File: src/rtl/i2c_pkg.sv
// Shared types and constants for the I2C slave register file.
// Contents: FSM state enum, ACK/NACK and R/W bit levels, and a
// small helper that appends one received bit to a byte (MSB first).
package i2c_pkg;

  typedef enum logic [3:0] {
    ST_IDLE      = 4'd0,
    ST_ADDR      = 4'd1,
    ST_ADDR_ACK  = 4'd2,
    ST_PTR       = 4'd3,
    ST_PTR_ACK   = 4'd4,
    ST_WDATA     = 4'd5,
    ST_WDATA_ACK = 4'd6,
    ST_RDATA     = 4'd7,
    ST_RDATA_ACK = 4'd8
  } i2c_state_e;

  localparam logic I2C_ACK   = 1'b0;
  localparam logic I2C_NACK  = 1'b1;
  localparam logic I2C_WRITE = 1'b0;
  localparam logic I2C_READ  = 1'b1;

  // Bytes arrive MSB first, so each new bit enters at the LSB end.
  function automatic logic [7:0] shift_in(input logic [7:0] cur, input logic bit_i);
    return {cur[6:0], bit_i};
  endfunction

endpackage

File: src/rtl/i2c_in_filter.sv
// Synchroniser plus glitch filter for one oversampled bus line.
// Ports:
//   clk_i  - system clock
//   rst_i  - asynchronous active-high reset (output presets to 1, bus idle)
//   din_i  - raw asynchronous pad level
//   dout_o - filtered level; changes only after FILT_LEN equal samples
module i2c_in_filter #(
  parameter int SYNC_STAGES = 2,
  parameter int FILT_LEN    = 3
) (
  input  logic clk_i,
  input  logic rst_i,
  input  logic din_i,
  output logic dout_o
);

  logic [SYNC_STAGES-1:0] sync_q;
  logic [FILT_LEN-1:0]    hist_q;
  logic                   dout_q;
  logic                   dout_d;

  // Synchroniser chain, sample history and filtered output register.
  always_ff @(posedge clk_i or posedge rst_i) begin
    if (rst_i) begin
      sync_q <= {SYNC_STAGES{1'b1}};
      hist_q <= {FILT_LEN{1'b1}};
      dout_q <= 1'b1;
    end else begin
      sync_q <= {sync_q[SYNC_STAGES-2:0], din_i};
      hist_q <= {hist_q[FILT_LEN-2:0], sync_q[SYNC_STAGES-1]};
      dout_q <= dout_d;
    end
  end

  // Accept a new level only when the whole history window agrees.
  always_comb begin
    dout_d = dout_q;
    if (&hist_q) begin
      dout_d = 1'b1;
    end else if (~|hist_q) begin
      dout_d = 1'b0;
    end else begin
      dout_d = dout_q;
    end
  end

  assign dout_o = dout_q;

endmodule

File: src/rtl/i2c_slave_regfile.sv
// I2C slave exposing a bank of NREGS 8-bit registers. SCL/SDA are sampled
// with the system clock (no bus clocking), filtered, then edge-detected.
// Ports:
//   CLK       - system clock (>= 20x SCL)
//   RST       - asynchronous active-high reset
//   SCL_IN    - raw SCL pad level
//   SDA_IN    - raw SDA pad level
//   SDA_OE    - 1 pulls SDA low (open-drain enable)
//   REGS_OUT  - flattened register bank, reg k at [8k+7:8k]
//   WR_STROBE - one-CLK pulse per register write
//   WR_ADDR   - index written, valid with WR_STROBE
//   BUSY      - set on address match, cleared by STOP
module i2c_slave_regfile
  import i2c_pkg::*;
#(
  parameter logic [6:0] DEV_ADDR    = 7'h2A,
  parameter int         NREGS       = 16,
  parameter int         SYNC_STAGES = 2,
  parameter int         FILT_LEN    = 3,
  localparam int        PTR_W       = $clog2(NREGS)
) (
  input  logic               CLK,
  input  logic               RST,
  input  logic               SCL_IN,
  input  logic               SDA_IN,
  output logic               SDA_OE,
  output logic [NREGS*8-1:0] REGS_OUT,
  output logic               WR_STROBE,
  output logic [PTR_W-1:0]   WR_ADDR,
  output logic               BUSY
);

  logic scl_f_s, sda_f_s;
  logic scl_prev_q, sda_prev_q;
  logic scl_rise_s, scl_fall_s, start_s, stop_s;

  i2c_state_e       state_q, state_d;
  logic [2:0]       bit_cnt_q, bit_cnt_d;
  logic [7:0]       shift_q, shift_d;
  logic [PTR_W-1:0] ptr_q, ptr_d;
  logic             ack_drv_q, ack_drv_d;
  logic             sda_oe_q, sda_oe_d;
  logic             busy_q, busy_d;
  logic             wr_strobe_q;
  logic [PTR_W-1:0] wr_addr_q;
  logic             wr_en_s;
  logic [7:0]       rx_byte_s;
  logic [PTR_W-1:0] ptr_inc_s, ptr_mod_s;
  logic [7:0]       regs_q [NREGS];

  i2c_in_filter #(.SYNC_STAGES(SYNC_STAGES), .FILT_LEN(FILT_LEN)) u_scl_filt (
    .clk_i(CLK), .rst_i(RST), .din_i(SCL_IN), .dout_o(scl_f_s)
  );

  i2c_in_filter #(.SYNC_STAGES(SYNC_STAGES), .FILT_LEN(FILT_LEN)) u_sda_filt (
    .clk_i(CLK), .rst_i(RST), .din_i(SDA_IN), .dout_o(sda_f_s)
  );

  assign scl_rise_s = scl_f_s & ~scl_prev_q;
  assign scl_fall_s = ~scl_f_s & scl_prev_q;
  // SCL must be high on both samples so an SDA change around an SCL edge
  // is never mistaken for START/STOP.
  assign start_s    = sda_prev_q & ~sda_f_s & scl_f_s & scl_prev_q;
  assign stop_s     = ~sda_prev_q & sda_f_s & scl_f_s & scl_prev_q;

  assign rx_byte_s  = shift_in(shift_q, sda_f_s);
  assign ptr_inc_s  = (ptr_q == PTR_W'(NREGS - 1)) ? {PTR_W{1'b0}} : ptr_q + PTR_W'(1);
  // Widened to 9 bits so NREGS = 256 is a valid divisor.
  assign ptr_mod_s  = PTR_W'({1'b0, rx_byte_s} % 9'(NREGS));

  // Bus event handling, bit shifting and ACK/read-data drive.
  always_comb begin
    state_d   = state_q;
    bit_cnt_d = bit_cnt_q;
    shift_d   = shift_q;
    ptr_d     = ptr_q;
    ack_drv_d = ack_drv_q;
    sda_oe_d  = sda_oe_q;
    busy_d    = busy_q;
    wr_en_s   = 1'b0;

    if (start_s) begin
      state_d   = ST_ADDR;
      bit_cnt_d = 3'd0;
      sda_oe_d  = 1'b0;
      ack_drv_d = 1'b0;
    end else if (stop_s) begin
      state_d   = ST_IDLE;
      sda_oe_d  = 1'b0;
      busy_d    = 1'b0;
      ack_drv_d = 1'b0;
    end else begin
      case (state_q)
        ST_ADDR, ST_PTR, ST_WDATA: begin
          if (scl_rise_s) begin
            shift_d   = rx_byte_s;
            bit_cnt_d = bit_cnt_q + 3'd1;
            ack_drv_d = 1'b0;
            if (bit_cnt_q == 3'd7) begin
              case (state_q)
                ST_ADDR: begin
                  if (rx_byte_s[7:1] == DEV_ADDR) begin
                    state_d = ST_ADDR_ACK;
                    busy_d  = 1'b1;
                  end else begin
                    state_d = ST_IDLE;
                  end
                end
                ST_PTR: begin
                  ptr_d   = ptr_mod_s;
                  state_d = ST_PTR_ACK;
                end
                ST_WDATA: begin
                  wr_en_s = 1'b1;
                  state_d = ST_WDATA_ACK;
                end
                default: state_d = ST_IDLE;
              endcase
            end else begin
              state_d = state_q;
            end
          end else begin
            state_d = state_q;
          end
        end

        // First SCL fall after the byte starts the ACK, the next ends it.
        ST_ADDR_ACK, ST_PTR_ACK, ST_WDATA_ACK: begin
          if (scl_fall_s) begin
            if (!ack_drv_q) begin
              sda_oe_d  = 1'b1;
              ack_drv_d = 1'b1;
            end else begin
              sda_oe_d  = 1'b0;
              ack_drv_d = 1'b0;
              bit_cnt_d = 3'd0;
              case (state_q)
                ST_ADDR_ACK: begin
                  if (shift_q[0] == I2C_READ) begin
                    // First read bit goes out on this same fall.
                    state_d  = ST_RDATA;
                    sda_oe_d = ~regs_q[ptr_q][7];
                    shift_d  = {regs_q[ptr_q][6:0], 1'b0};
                  end else begin
                    state_d = ST_PTR;
                  end
                end
                ST_PTR_ACK: state_d = ST_WDATA;
                ST_WDATA_ACK: begin
                  state_d = ST_WDATA;
                  ptr_d   = ptr_inc_s;
                end
                default: state_d = ST_IDLE;
              endcase
            end
          end else begin
            state_d = state_q;
          end
        end

        ST_RDATA: begin
          if (scl_rise_s) begin
            bit_cnt_d = bit_cnt_q + 3'd1;
            if (bit_cnt_q == 3'd7) begin
              state_d = ST_RDATA_ACK;
            end else begin
              state_d = state_q;
            end
          end else if (scl_fall_s) begin
            sda_oe_d = ~shift_q[7];
            shift_d  = {shift_q[6:0], 1'b0};
          end else begin
            state_d = state_q;
          end
        end

        ST_RDATA_ACK: begin
          if (scl_fall_s) begin
            sda_oe_d = 1'b0;
          end else if (scl_rise_s) begin
            if (sda_f_s == I2C_ACK) begin
              ptr_d     = ptr_inc_s;
              shift_d   = regs_q[ptr_inc_s];
              bit_cnt_d = 3'd0;
              state_d   = ST_RDATA;
            end else begin
              // Master NACK: BUSY is held until the STOP arrives.
              state_d = ST_IDLE;
            end
          end else begin
            state_d = state_q;
          end
        end

        ST_IDLE: state_d = ST_IDLE;
        default: state_d = ST_IDLE;
      endcase
    end
  end

  // Control state, edge-detect history and registered outputs.
  always_ff @(posedge CLK or posedge RST) begin
    if (RST) begin
      state_q     <= ST_IDLE;
      bit_cnt_q   <= 3'd0;
      shift_q     <= 8'h00;
      ptr_q       <= {PTR_W{1'b0}};
      ack_drv_q   <= 1'b0;
      sda_oe_q    <= 1'b0;
      busy_q      <= 1'b0;
      scl_prev_q  <= 1'b1;
      sda_prev_q  <= 1'b1;
      wr_strobe_q <= 1'b0;
      wr_addr_q   <= {PTR_W{1'b0}};
    end else begin
      state_q     <= state_d;
      bit_cnt_q   <= bit_cnt_d;
      shift_q     <= shift_d;
      ptr_q       <= ptr_d;
      ack_drv_q   <= ack_drv_d;
      sda_oe_q    <= sda_oe_d;
      busy_q      <= busy_d;
      scl_prev_q  <= scl_f_s;
      sda_prev_q  <= sda_f_s;
      wr_strobe_q <= wr_en_s;
      if (wr_en_s) begin
        wr_addr_q <= ptr_q;
      end
    end
  end

  // Register bank; only a completed 8-bit write reaches here.
  always_ff @(posedge CLK or posedge RST) begin
    if (RST) begin
      for (int k = 0; k < NREGS; k++) begin
        regs_q[k] <= 8'h00;
      end
    end else if (wr_en_s) begin
      regs_q[ptr_q] <= rx_byte_s;
    end
  end

  for (genvar g = 0; g < NREGS; g++) begin : g_regs_out
    assign REGS_OUT[8*g +: 8] = regs_q[g];
  end

  assign SDA_OE    = sda_oe_q;
  assign WR_STROBE = wr_strobe_q;
  assign WR_ADDR   = wr_addr_q;
  assign BUSY      = busy_q;

endmodule

File: config.mk
export PLATFORM = sky130hd
export DESIGN_NAME = i2c_slave_regfile
export DESIGN_NICKNAME = d
export VERILOG_FILES = /design/src/rtl/i2c_pkg.sv /design/src/rtl/i2c_in_filter.sv /design/src/rtl/i2c_slave_regfile.sv
export SDC_FILE = /design/constraint.sdc
export NUM_CORES = 1
export LEC_CHECK = 0
export ABC_AREA = 1
export CORE_ASPECT_RATIO = 1.4
export CORE_MARGIN = 2
export CORE_UTILIZATION = 35
export CTS_CLUSTER_DIAMETER = 40
export DETAILED_ROUTE_END_ITERATION = 6
export GPL_TIMING_DRIVEN = 1
export MAX_ROUTING_LAYER = met4
export PLACE_DENSITY = 0.52
export RECOVER_POWER = 100
export SLEW_MARGIN = 40
export SYNTH_ARGS = -nofsm -noshare
export SYNTH_HDL_FRONTEND = slang
export SYNTH_HIERARCHICAL = 1
export SYNTH_SLANG_ARGS = --single-unit
File: constraint.sdc
create_clock -name CLK -period 6.31 [get_ports CLK]
set_clock_uncertainty 0.2 [all_clocks]
set_input_delay 0.631 -clock CLK [delete_from_list [all_inputs] [get_ports CLK]]
set_output_delay 0.631 -clock CLK [all_outputs]
set_load 0.03 [all_outputs]
Word level (Yosys, flattened, before mapping)
Cells that the tools add are included.
{"block": "classes", "mux": 88, "n_reduce_logical": 27, "n_lt_le_gt_ge": 3, "shifts": 0, "n_addsub": 2, "bitwise": 18, "n_mul": 0, "n_eq_ne": 44, "div_mod_pow": 0}
{"op": "$bwmux 128", "n": 1}
{"op": "$mux 8", "n": 15}
{"op": "$mux 4", "n": 20}
{"op": "$bmux 8 s4", "n": 2}
{"op": "$ne 4x4->1 const B", "n": 11}
{"op": "$demux 8 s4", "n": 1}
{"op": "$pmux 8 s4", "n": 1}
{"op": "$mux 1", "n": 30}
{"op": "$mux 3", "n": 10}
{"op": "$ne 2x2->1 const B", "n": 14}
{"op": "$pmux 4 s3", "n": 2}
{"op": "$reduce_and 12->1", "n": 2}
{"op": "$eq 4x3->1 const B", "n": 4}
{"op": "$pmux 4 s4", "n": 1}
{"op": "$reduce_and 8->1", "n": 2}
{"op": "$ne 3x3->1 const B", "n": 5}
{"op": "$reduce_and 13->1", "n": 1}
{"op": "$reduce_bool 4->1", "n": 3}
{"op": "$reduce_or 3->1", "n": 4}
{"op": "$ge 5x5->1 const B", "n": 2}
{"op": "$not 4->5", "n": 2}
{"op": "$reduce_bool 2->1", "n": 5}
{"op": "$pmux 3 s3", "n": 1}
{"op": "$reduce_and 3->1", "n": 3}
{"op": "other kinds (23)", "n": 40}
{"block": "word_totals", "out_inout_bits": 135, "elab_cells": 216, "regBits": 169, "inputBits": 4, "mem_bits_ro": 0, "mem_count": 0, "mem_bits_rw": 0, "latch_bits": 0}

Logic depth before layout (Yosys ltp)
{"block": "logic_depth", "depth_word": 12, "depth_mapped": 13, "depth_no_buf": 13}

Hierarchy
Netlist, hierarchy kept.
{"module": "i2c_slave_regfile", "area_each_um2": 9434.0, "seq_area_each_um2": 3931.3, "cells_per_inst": 1390, "instances": 1}
{"module": "i2c_in_filter", "area_each_um2": 192.7, "seq_area_each_um2": 157.7, "cells_per_inst": 15, "instances": 2}

Worst setup path before layout
OpenSTA, ideal clock, no wires.
{"block": "synth_path", "path_type": "reg-to-reg", "from": "register ptr_q[1]", "to": "register shift_q[2]", "stages_incl_launch_ff": 13, "arrival_time_ps": 2190, "slack_ps": 3798, "synth_period_minus_slack_ps": 2512, "n_path_buf": 4, "setup_time_ps": 122, "required_ps": 5988, "cell_sequence": "dfrtp_1 clkbuf_1 clkinv_1 clkbuf_1 ha_1 clkbuf_1 inv_1 buf_1 nand3_1 nand3_1 nand3_1 nand3_1 a21oi_1"}
{"block": "synth_between", "elab_chain_cells": 10, "word_cells_on_any_way": 19, "classes_between": "add/sub: 1; eq/ne: 1; mux: 15; bitwise: 2"}
{"element": "start: declaration", "line_no": "i2c_slave_regfile.sv:40", "source": "logic [PTR_W-1:0] ptr_q, ptr_d;"}
{"element": "start signal: assignment", "line_no": "i2c_slave_regfile.sv:207", "source": "ptr_q <= {PTR_W{1'b0}};"}
{"element": "start signal: assignment", "line_no": "i2c_slave_regfile.sv:219", "source": "ptr_q <= ptr_d;"}
{"element": "$add 4x1->4 or $eq 4x4->1 (tied branches)", "line_no": "i2c_slave_regfile.sv:67", "source": "assign ptr_inc_s = (ptr_q == PTR_W'(NREGS - 1)) ? {PTR_W{1'b0}} : ptr_q + PTR_W'(1);"}
{"element": "$mux 4", "line_no": "i2c_slave_regfile.sv:67"}
{"element": "$not 4->5 (implied by the code)", "line_no": "i2c_slave_regfile.sv:183", "source": "shift_d = regs_q[ptr_inc_s];"}
{"element": "$bmux 8 s4", "line_no": "i2c_slave_regfile.sv:183"}
{"element": "$mux 8 (implied by the code) (2 in a row)", "line_no": "i2c_slave_regfile.sv:183"}
{"element": "$mux 8", "line_no": "i2c_slave_regfile.sv:181", "source": "if (sda_f_s == I2C_ACK) begin"}
{"element": "$mux 8", "line_no": "i2c_slave_regfile.sv:180", "source": "end else if (scl_rise_s) begin"}
{"element": "$mux 8", "line_no": "i2c_slave_regfile.sv:178", "source": "if (scl_fall_s) begin"}
{"element": "$pmux 8 s4 *", "line_no": "i2c_slave_regfile.sv:93", "source": "case (state_q)"}
{"element": "end signal: assignment", "line_no": "i2c_slave_regfile.sv:218", "source": "shift_q <= shift_d;"}
{"element": "end: declaration", "line_no": "i2c_slave_regfile.sv:39", "source": "logic [7:0] shift_q, shift_d;"}
Mark *: on every way between the ends. The rest lies on a longest branch, timed or not. The select of a mux whose other input is x is not followed.
A chain may end at the register's enable or synchronous reset.

Worst setup path after layout
{"block": "layout_path", "from": "register u_scl_filt.dout_q (netlist: u_scl_filt/dout_o)", "to": "register regs_q (netlist bit REGS_OUT[43])"}
{"block": "layout_between", "elab_chain_cells": 5, "word_cells_on_any_way": 9, "classes_between": "mux: 4; bitwise: 5"}
{"element": "start: declaration", "line_no": "i2c_in_filter.sv:19", "source": "logic dout_q;"}
{"element": "start signal: assignment", "line_no": "i2c_in_filter.sv:31", "source": "dout_q <= dout_d;"}
{"element": "$and 1x1->1", "line_no": "i2c_slave_regfile.sv:59", "source": "assign scl_rise_s = scl_f_s & ~scl_prev_q;"}
{"element": "$mux 1", "line_no": "i2c_slave_regfile.sv:95", "source": "if (scl_rise_s) begin"}
{"element": "$mux 1", "line_no": "i2c_slave_regfile.sv:93"}
{"element": "$mux 1", "line_no": "i2c_slave_regfile.sv:87", "source": "end else if (stop_s) begin"}
{"element": "$mux 1 *", "line_no": "i2c_slave_regfile.sv:82", "source": "if (start_s) begin"}
{"element": "via wr_en_s", "line_no": "i2c_slave_regfile.sv:46", "source": "logic wr_en_s;"}
{"element": "end signal: indexed assignment", "line_no": "i2c_slave_regfile.sv:239", "source": "regs_q[ptr_q] <= rx_byte_s;"}
{"element": "end: declaration", "line_no": "i2c_slave_regfile.sv:49", "source": "logic [7:0] regs_q [NREGS];"}
The timed path passes the listed nets; every way through them passes the cells marked *.

==> impl_metrics.ini <==
[outcome]
status = finished with violations
failed_checks = max-capacitance violations, max-slew violations

[worst_setup_path]
crit_path_start_kind = flop
rrSetupSlack_ns = 2.06
end_kind = flop
cp_max_fo = 16
critPathKind = reg2reg
regToRegStartpoint = u_scl_filt/dout_o
reg2reg_depth = 6
cp.arrival_ns = 4.40
r2r_end = REGS_OUT[43]
required_ns = 6.46

[sta]
max_slew_margin_pct = -43.7
finalCriticalPeriod_ns = 4.25
maxSlewViolCount = 73
hold_viol = 0
max_freq_ghz = 0.235
fin_crit_sh_pct = 67.3
rsz0062_at_grt = no
whs_ns = 0.161
setup_violations = 0
setup_tns_ns = 0
max_slew.worst_pin.slew_ns = 2.14

[pwr]
leakagePower_uw = 0.00585
ir_drop_uv = 226
p_sw_uw = 836
p_seq_share_pct = 43.1
power.internal_uw = 1870
p_sw_share_pct = 30.9
finalPower_uw = 2700
combPwrFrac_pct = 13.2
power.density_nw_per_um2 = 227
power_frac_clock_pct = 43.7

[die]
core-area_sq_um = 27700
fp.dieArea_sq_um = 29400
chipHeight_um = 202
io_pins = 139
initial_core_util_pct = 35.5
die-width_um = 146
rows = 72

[clock_tree]
cts_sinks = 169
cts_tree = done
numCtsBuffers = 17
clockRootBuffer = clkbuf_16
clk_path_buf_depth = 2
holdBufCountCts = 0
cts.repair.resized = 0
ctsHtreeMaxLevel = 4
clk_latency_ns = 0.46
cts.reportedPaths.clkPinSlew_ns = 0.07
post_cts_buffers = 0

[synthesis]
yosys_warnings = 6
syn-num-nets = 1430
seq_area_frac_synth_pct = 43.2
syn_area_sq_um = 9820
syn_inst = 1420
syn_area_per_cell_sq_um = 6.92
synth_cell_types = 33
synth_seq_cells = 169

[layout]
stdcell_area_sq_um = 11900
nNetsFinal = 1515
ff_latch_area_sq_um = 4250
n_antenna_cell = 0
fin_cells = 1888
syn2layout_area_growth_pct = 21.2
drive_gt1_share_pct = 4.68
num-fill-cells = 2862
multi_input_area_sq_um = 4460

[global_route]
grt-ovfl-total = 0
antenna_found_initial = 0
grt_pass1_vias = 9218
grt_max_degree = 80
track_usage_pct = 26.1
grt_pass1_wl_um = 56900

[detailed_routing]
drt_first_pass_iters = 5
vias_per_cell = 5.20
vias = 9819
drc = 0
wirelength_um = 36900
drtAntennaViolNets = 0
drt_iter0_drc = 909
wl_per_cell_um = 19.5

[worst_hold_path]
min_to = u_sda_filt/hist_q[0]
hold_path.class = reg2reg
min_path_cells = 0
hold_start = u_sda_filt/sync_q[1]

[placement]
hpwlAfterDp_um = 26100
dpl-instance-area_sq_um = 11400
port_buffers = 138
gp_congestion = 0.921
placed_cells = 1856

[flow_run]
cap_violations = 2
## layout make-up
| cell class | count | area share [%] |
|---|---|---|
| clock buffer | 20 | 3.84 |
| clock inverter | 12 | 1.57 |
| inverter | 158 | 5.02 |
| multi-input combinational | 1009 | 37.5 |
| sequential | 169 | 35.7 |
| tap | 370 | 3.89 |
| timing repair buffer | 150 | 12.4 |
## flip-flops by register name, summed over array words and instances, names as in the netlist, 2 cells and up
signal             flops
REGS_OUT             128
shift_q                8
WR_ADDR                4
ptr_q                  4
state_q                4
bit_cnt_q              3
u_scl_filt/hist_q      3
u_sda_filt/hist_q      3
u_scl_filt/sync_q      2
u_sda_filt/sync_q      2
## worst max-delay path, stage by stage (launching register included)
cell and delay [ns]:
dfstp_1 0.65, nand2_1 0.23, nor3_1 0.96, inv_1 0.40, nor2_1 0.82, nand2_1 0.56, o21ai_0 0.32
## cell families (layout without fill, tap and decap cells)
kind of cell	count (synthesis)	in the layout	share of synthesized area (%)
simple gates	821	821	36.4
buf+inv	242	340	10.1
compound gates	182	182	9.45
flops	169	169	43.2
fa+ha+maj	6	6	0.765
## per-stage QoR
| step | utilization, % | setup WS, ns |
|---|---|---|
| 6_report | 43.0 | 2.06 |
| 5_1_grt | 43.0 | 1.90 |
| 4_1_cts | 43.5 | 2.82 |
| 3_5_place_dp | 41.2 | 2.86 |
| 3_3_place_gp | 41.1 | 2.52 |
| 2_1_floorplan | - | 1.25 |
## cells in the final DEF (no fill, tap or decap), types with 2 or more instances in the layout
cell           count
clkbuf_1           2
nor2_2             4
nand3_2            2
inv_1            145
buf_4             10
nand2_1          491
nand4_1            5
dfstp_1            6
o21ai_0          152
clkinvlp_4         2
clkbuf_16         17
inv_6              3
ha_1               6
nor2_1            48
dfrtp_1          154
inv_2              8
a21boi_0           2
dlygate4sd3_1    138
o21ai_1           11
clkbuf_8           2
bufinv_16          4
nand2_2            3
nand3_1          260
a21oi_1           12
dfstp_2            8
clkinv_1           3
nor3_1             7
## Yosys cell counts, drive strengths merged
cell	count	area share, %
a21oi	13	0.70
ha	6	0.76
dfstp	14	3.7
o211ai	1	0.076
o21a	1	0.076
o21ai	163	8.3
clkbuf	40	1.5
a211oi	1	0.076
a21boi	2	0.15
nand2	494	20
clkinv	3	0.11
nor3	7	0.57
inv	155	5.9
a31oi	1	0.064
nand4	5	0.38
nor2	52	2.4
dfrtp	155	40
nand3	262	13
buf	44	2.5
and3	1	0.064
## power groups by stage
| stage | Combinational [uW] | Clock, uW | Sequential (uW) |
|---|---|---|---|
| 3_5_place_dp | 364 | 0 | 1190 |
| 3_3_place_gp | 361 | 0 | 1190 |
| 5_1_grt | 384 | 1240 | 1170 |
| 2_1_floorplan | 199 | 0 | 1170 |
| 6_report | 356 | 1180 | 1170 |
| 4_1_cts | 367 | 1200 | 1170 |
## layer usage
metal	global-route usage, %	up-vias	part of all wire, %
li1	-	4719	-
met1	31.8	4656	41
met2	43.2	353	50
met3	3.75	91	5.4
met4	11.2	0	4.1
met5	-	-	0
## worst max path at each step
stage	cells after the start	slack, ns	from	to
after floorplan	1	1.25	RST	BUSY
after detailed placement	8	2.86	ptr_q[0]	shift_q[1]
after global routing	6	1.90	u_scl_filt/dout_o	REGS_OUT[2]
final	6	2.06	u_scl_filt/dout_o	REGS_OUT[43]
after CTS	8	2.82	ptr_q[0]	shift_q[1]
after global placement	9	2.52	ptr_q[0]	shift_q[1]
Note: power is estimated with default switching activity, not from simulation.
